===== config.mk =====
export PLATFORM = sky130hd
export DESIGN_NAME = sevenseg_decode
export DESIGN_NICKNAME = d
export VERILOG_FILES = /design/src/rtl/sevenseg_decode.sv
export SDC_FILE = /design/constraint.sdc
export NUM_CORES = 1
export LEC_CHECK = 0
export ABC_AREA = 1
export CORE_UTILIZATION = 55
export CTS_CLUSTER_DIAMETER = 60
export DETAILED_ROUTE_END_ITERATION = 6
export PLACE_DENSITY = 0.86
export SYNTH_ARGS = -nofsm -noshare
export SYNTH_HDL_FRONTEND = slang
export SYNTH_SLANG_ARGS = --single-unit

===== constraint.sdc =====
create_clock -name clk -period 4.7 [get_ports clk]
set_input_delay 0.94 -clock clk [delete_from_list [all_inputs] [get_ports clk]]
set_output_delay 0.94 -clock clk [all_outputs]
set_load 0.1 [all_outputs]

===== src/rtl/sevenseg_decode.sv =====
// sevenseg_decode: samples a multiplexed 7-segment display pin bus and
// decodes each strobed digit back into a hex nibble. A pattern is accepted
// only after it has been seen unchanged for STABLE_CYCLES consecutive
// registered samples. Legal glyphs update the digit's nibble and valid
// flag. Illegal glyphs set a sticky per-digit error flag.
//
// Optional feature macro: SEVENSEG_DECODE_STRICT_EN
//   defined   : any set unused pin bit (11,8,7,5,2) makes the pattern illegal
//   undefined : unused pin bits are masked off before comparison and decode

module sevenseg_decode #(
    parameter int STABLE_CYCLES = 4
) (
    input  logic        clk,
    input  logic        rst_n,
    input  logic [11:0] seg_pins,
    input  logic [3:0]  digit_sel,
    input  logic [3:0]  err_clr,
    output logic [15:0] value,
    output logic [3:0]  dvalid,
    output logic [3:0]  derr,
    output logic        upd
);

    typedef enum logic [1:0] {
        IDLE,
        TRACK,
        HOLD
    } state_t;

    // Pin bits that carry segments a..g; the remaining bits are not wired
    // to any segment on the display.
    localparam logic [11:0] USED_MASK   = 12'h65B;
    localparam logic [11:0] UNUSED_MASK = 12'h9A4;
    localparam logic [7:0]  STABLE_C    = 8'(STABLE_CYCLES);

    logic [11:0] seg_in;
    logic [11:0] samp_seg;
    logic [3:0]  samp_sel;
    logic [11:0] prev_seg;
    logic [3:0]  prev_sel;
    state_t      state;
    logic [7:0]  cnt;

    logic [6:0]  glyph;
    logic [3:0]  nib;
    logic        glyph_ok;
    logic        legal;
    logic        changed;
    logic        sel_onehot;
    logic [7:0]  cnt_inc;
    logic        latch_now;

`ifdef SEVENSEG_DECODE_STRICT_EN
    assign seg_in = seg_pins;
`else
    assign seg_in = seg_pins & USED_MASK;
`endif

    // Gather segments into abcdefg order (a = MSB) and match the hex glyphs
    always_comb begin
        glyph    = {samp_seg[10], samp_seg[6], samp_seg[3], samp_seg[1],
                    samp_seg[0],  samp_seg[9], samp_seg[4]};
        nib      = 4'h0;
        glyph_ok = 1'b1;
        case (glyph)
            7'h7E:   nib = 4'h0;
            7'h30:   nib = 4'h1;
            7'h6D:   nib = 4'h2;
            7'h79:   nib = 4'h3;
            7'h33:   nib = 4'h4;
            7'h5B:   nib = 4'h5;
            7'h5F:   nib = 4'h6;
            7'h70:   nib = 4'h7;
            7'h7F:   nib = 4'h8;
            7'h7B:   nib = 4'h9;
            7'h77:   nib = 4'hA;
            7'h1F:   nib = 4'hB;
            7'h4E:   nib = 4'hC;
            7'h3D:   nib = 4'hD;
            7'h4F:   nib = 4'hE;
            7'h47:   nib = 4'hF;
            default: glyph_ok = 1'b0;
        endcase
    end

`ifdef SEVENSEG_DECODE_STRICT_EN
    assign legal = glyph_ok && ((samp_seg & UNUSED_MASK) == 12'h000);
`else
    assign legal = glyph_ok;
`endif

    // Stability tracking terms derived from the registered sample pair
    always_comb begin
        changed    = (samp_seg != prev_seg) || (samp_sel != prev_sel);
        sel_onehot = (samp_sel != 4'b0000) &&
                     ((samp_sel & (samp_sel - 4'd1)) == 4'b0000);
        cnt_inc    = (cnt == 8'hFF) ? cnt : cnt + 8'd1;
        // A fresh one-hot sample counts as the first stable sample, so with
        // STABLE_CYCLES = 1 it latches on the very edge that observes it.
        if (changed) begin
            latch_now = sel_onehot && (STABLE_C <= 8'd1);
        end else begin
            latch_now = (state == TRACK) && (cnt_inc >= STABLE_C);
        end
    end

    // Input sample register and the previous-sample copy used for comparison
    always_ff @(posedge clk) begin
        if (!rst_n) begin
            samp_seg <= '0;
            samp_sel <= '0;
            prev_seg <= '0;
            prev_sel <= '0;
        end else begin
            samp_seg <= seg_in;
            samp_sel <= digit_sel;
            prev_seg <= samp_seg;
            prev_sel <= samp_sel;
        end
    end

    // Stability FSM with the registered latch results
    always_ff @(posedge clk) begin
        if (!rst_n) begin
            state  <= IDLE;
            cnt    <= '0;
            value  <= '0;
            dvalid <= '0;
            derr   <= '0;
            upd    <= 1'b0;
        end else begin
            upd <= latch_now && legal;

            // A new error on the same edge as its clear leaves the flag set
            derr <= (derr & ~err_clr) |
                    ((latch_now && !legal) ? samp_sel : 4'b0000);

            if (latch_now && legal) begin
                dvalid <= dvalid | samp_sel;
                for (int unsigned k = 0; k < 4; k++) begin
                    if (samp_sel[k]) begin
                        value[4*k +: 4] <= nib;
                    end
                end
            end

            if (changed) begin
                if (sel_onehot) begin
                    state <= latch_now ? HOLD : TRACK;
                    cnt   <= 8'd1;
                end else begin
                    state <= IDLE;
                    cnt   <= '0;
                end
            end else begin
                case (state)
                    IDLE: begin
                        cnt <= '0;
                    end
                    TRACK: begin
                        cnt   <= cnt_inc;
                        state <= latch_now ? HOLD : TRACK;
                    end
                    HOLD: begin
                        cnt <= cnt_inc;
                    end
                    default: begin
                        state <= IDLE;
                        cnt   <= '0;
                    end
                endcase
            end
        end
    end

endmodule


=== Word level (Yosys, flattened, before mapping) ===
Index checks and enable logic that the tools add are counted.

* Memory bits (read-only): 0
* Memories: 0
* RAM bits: 0
* Bits in registers: 67
* Latch bits: 0

* Equal/unequal tests: 22
* $mul: 0
* Order comparisons: 1
* Reduce and logical (&&, ||, !) cells: 16
* Multiplexer cells: 12
* Bitwise gates (word level): 5
* $add $sub $neg: 2
* Shift-type cells: 0
* Div/mod/pow operators: 0

{| class="wikitable"
|+ Operators with widths
! cell !! count
|-
| 7-bit == test (second input constant) || 12
|-
| 4-bit one-hot mux with 15 select lines || 1
|-
| 8-bit 2-to-1 mux || 3
|-
| 7-bit by 6-bit == test with 1-bit output (second input constant) || 3
|-
| 16-bit OR reduction || 1
|-
| 12-bit inequality test || 1
|-
| 8-bit by 1-bit adder with 8-bit output (second input constant) || 1
|-
| 4-bit bitwise AND || 2
|-
| 8-bit == test (second input constant) || 1
|-
| 8-bit by 3-bit greater-or-equal comparator with 1-bit output (second input constant) || 1
|-
| 4-bit OR || 2
|-
| 2-bit AND reduction || 4
|-
| 7-bit by 5-bit == test with 1-bit output (second input constant) || 1
|-
| 2-bit 2-to-1 mux || 3
|-
| 1-bit logical AND || 4
|-
| 4-bit logical NOT || 1
|-
| 4-bit 2-to-1 mux || 1
|-
| 4-bit inequality test || 1
|-
| 4-bit inverter || 1
|-
| 2-bit one-hot mux with 2 select lines || 1
|-
| 4-bit nonzero test || 1
|-
| 2-bit OR reduction || 2
|-
| 4-bit by 1-bit subtractor with 4-bit output (second input constant) || 1
|-
| 1-bit 2-to-1 mux || 3
|-
| 6 further kinds || 6
|}

=== Longest topological paths before layout ===
* Depth in word-level cells: 8
* Gate-level depth with buffers: 13
* Gate-level depth less buffers: 13

=== Worst setup path after synthesis ===
No wires, ideal clock.

* Path type: register to output
* Start point: register value[8]
* End point: output value[8]
* Cell stages (with the launch flop): 1
* Arrival: 925 ps
* Path slack: 2835 ps
* Data required time: 3760 ps
* Cells stage by stage: dfxtp_1

{| class="wikitable"
|+ RTL lines
! item !! line !! source
|-
| start, declared || 19 || <nowiki>output logic [15:0] value,</nowiki>
|-
| start signal, assigned by index || 143 || <nowiki>value[4*k +: 4] <= nib;</nowiki>
|}

No word-level cell between the ends.

=== Final worst setup path ===
* Start point: register value[1]
* End point: output value[1]

No word-level cell between the ends.

==> flow_summary.json <==
{
  "status": "finished clean",
  "synth_top_area_cell": "dfxtp_1",
  "grt_pass1_vias": 2286,
  "synthMuxAreaShare": 0,
  "io_buffers": 41,
  "irDropWorstVdd_uv": 218,
  "cts_buffers": 9,
  "crit_path_cell_trace": "clkdlybuf4s50_1",
  "row_count": 25,
  "drive_gt1_frac": 0.0995,
  "ioPinCount": 47,
  "htree_levels": 3,
  "syn-cell-area_sq_um": 2830,
  "cpPeakStageDelay_ps": 1170,
  "drt_iter0_drc": 102,
  "wl_um": 5940,
  "crit_required_ps": 3760,
  "min_to": "dvalid[2]",
  "dr.pass1.iters": 5,
  "coreArea_sq_um": 4850,
  "synth-main-ff-cell": "dfxtp_1",
  "hold_viol": 0,
  "grt_pass1_wl_um": 9690,
  "grt-ovfl-total": 0,
  "rr_worst_depth": 11,
  "dp_cells": 484,
  "antenna_found_initial": 0,
  "crit_path_end_kind": "output pin",
  "cap_violations": 0,
  "synthXorXnorAreaFrac": 0.0402,
  "avgSynthCellArea_sq_um": 7.26,
  "crit_path_max_fanout": 2,
  "synth_compound_area_frac": 0.0451,
  "initial_utilization": 0.584,
  "critPathBufInv": 1,
  "criticalPathCategory": "flop to output pin",
  "ys_warn_count": 0,
  "hold_buffers": 0,
  "worst_pin_slew_ps": 1000,
  "grt_max_degree": 46,
  "tritoncts": "built",
  "r2r_setup_slack_ps": 2600,
  "ys_async_sr_fraction": 0,
  "crit_slowest_cell": "clkdlybuf4s50_1",
  "min-delay-start": "dvalid[2]",
  "start_kind": "flop",
  "path_clk_slew_ps": 70,
  "finalCriticalPeriod_ps": 2810,
  "numClockSinks": 57,
  "hpwl_um": 4100,
  "min_path_cells": 2,
  "synth_cells": 390,
  "die_h_um": 73.7,
  "clk_path_buf_depth": 2,
  "ys_top_cells_by_count": "nand2_1 (97), inv_1 (64), dfxtp_1 (57)",
  "num-nets-final": 454,
  "slew_viol_final": 0,
  "relSlewSlack": 0.330,
  "post_cts_resized": 0,
  "postCtsSetupBuffers": 0,
  "skew_ps": 9.22,
  "synth-adder-area-share": 0.0177,
  "synth_cell_types": 35,
  "place_congestion": 0.821,
  "final_util": 0.712,
  "die_area_sq_um": 5440,
  "ant_nets": 0,
  "cts_root_buf": "clkbuf_8",
  "synth_top_family_by_area": "simple AND/OR/NAND/NOR gates",
  "wl_per_cell_um": 11.9,
  "power.leakage_uw": 0.00174,
  "reg2reg_from": "cnt[0]",
  "area_growth_pct": 21.9,
  "rsz0062_at_grt": "no",
  "synth_top_area_share": 0.403,
  "synthSimpleGateAreaFrac": 0.367,
  "critPathTopFamily": "buffers and inverters",
  "cp_data_arrival_time_ps": 1870,
  "max_freq_mhz": 356,
  "vias": 2473,
  "power_density_nw_per_um2": 317,
  "setup_tns_ps": 0,
  "synth_edf_count": 0,
  "reg2reg_to": "derr[3]",
  "grt_usage": 0.238,
  "timing.final.crit_share": 0.597,
  "hold_path_class": "flop to flop",
  "route.detailed.drc": 0,
  "setup_viol": 0,
  "worstSkewPairLatency_ps": 330,
  "synth_area_leaders": "dfxtp_1 (40%), nand2_1 (13%), inv_1 (8.5%)",
  "diodes": 0,
  "die_x_um": 73.7,
  "viasPerCell": 4.96,
  "yosysSeqAreaShare": 0.403,
  "stdcell_count": 499,
  "syn-num-nets": 416,
  "synth_most_common_cell": "nand2_1",
  "synth.ff_latch_count": 57
}
[cells in the final DEF, fill, tap and decap left out, drive strengths merged]
cell type / n
nand2: 101
inv: 66
nor2: 65
dfxtp: 57
clkdlybuf4s50: 41
nand3: 26
clkbuf: 13
xnor2: 9
nand4: 9
a21oi: 8
o21ai: 7
a31oi: 5
xor2: 4
nand3b: 4
ha: 4
nor3: 4
bufinv: 2
or2: 2
nor3b: 1
o21bai: 1
o22ai: 1
o211ai: 1
buf: 1
[stage by stage]
stage / total power (uW) / area [sq um] / hold WS [ps] / setup WS, ps
finish: 1090 / 3450 / 457 / 1890
global route: 1130 / 3450 / 478 / 1880
CTS: 1100 / 3450 / 454 / 1890
detailed placement: 584 / 3220 / 444 / 2230
global placement: 581 / 3220 / 439 / 2260
floorplan: 566 / 2830 / 455 / 2840
[how the worst max path moves through the flow]
stage               cells past startpoint  slack (ps)  endpoint      from
floorplan                               0        2840  value[8]  value[8]
global placement                        4        2260    cnt[3]     rst_n
detailed placement                      4        2230    cnt[3]     rst_n
CTS                                     1        1890  value[1]  value[1]
global route                            1        1880  value[1]  value[1]
finish                                  1        1890  value[1]  value[1]
[flip-flops by register name (all words and copies together), names as in the netlist]
register and flops:
value 16, cnt 8, prev_seg 7, samp_seg 7, derr 4, dvalid 4, prev_sel 4, samp_sel 4
state 2, upd 1
[metal layers]
layer	vias up	track usage	wire length [um]
met1	1131	0.250	2500
li1	1262	-	-
met4	0	0.0919	103
met2	67	0.424	3050
met5	-	0	0
met3	13	0.0933	284
[report_power, final]
| part | internal, uW | leakage, uW | switching [uW] |
|---|---|---|---|
| clock | 339 | 0.000116 | 179 |
| combinational | 30.7 | 0.00116 | 35.2 |
| sequential | 494 | 0.000464 | 14.4 |
[final cells by class]
| type | count | area [sq um] |
|---|---|---|
| Fill cell | 386 | 1400 |
| Multi-Input combinational cell | 252 | 1330 |
| Sequential cell | 57 | 1140 |
| Timing Repair Buffer | 42 | 418 |
| Inverter | 66 | 248 |
| Clock buffer | 13 | 169 |
| Tap cell | 67 | 83.8 |
| Clock inverter | 2 | 60.1 |
[kinds of logic after synthesis]
family	after synthesis
compound gates	23
xor+xnor	13
fa+ha+maj	4
buf+inv	81
flops	57
simple gates	212
Power figures use the tool's default switching activity.
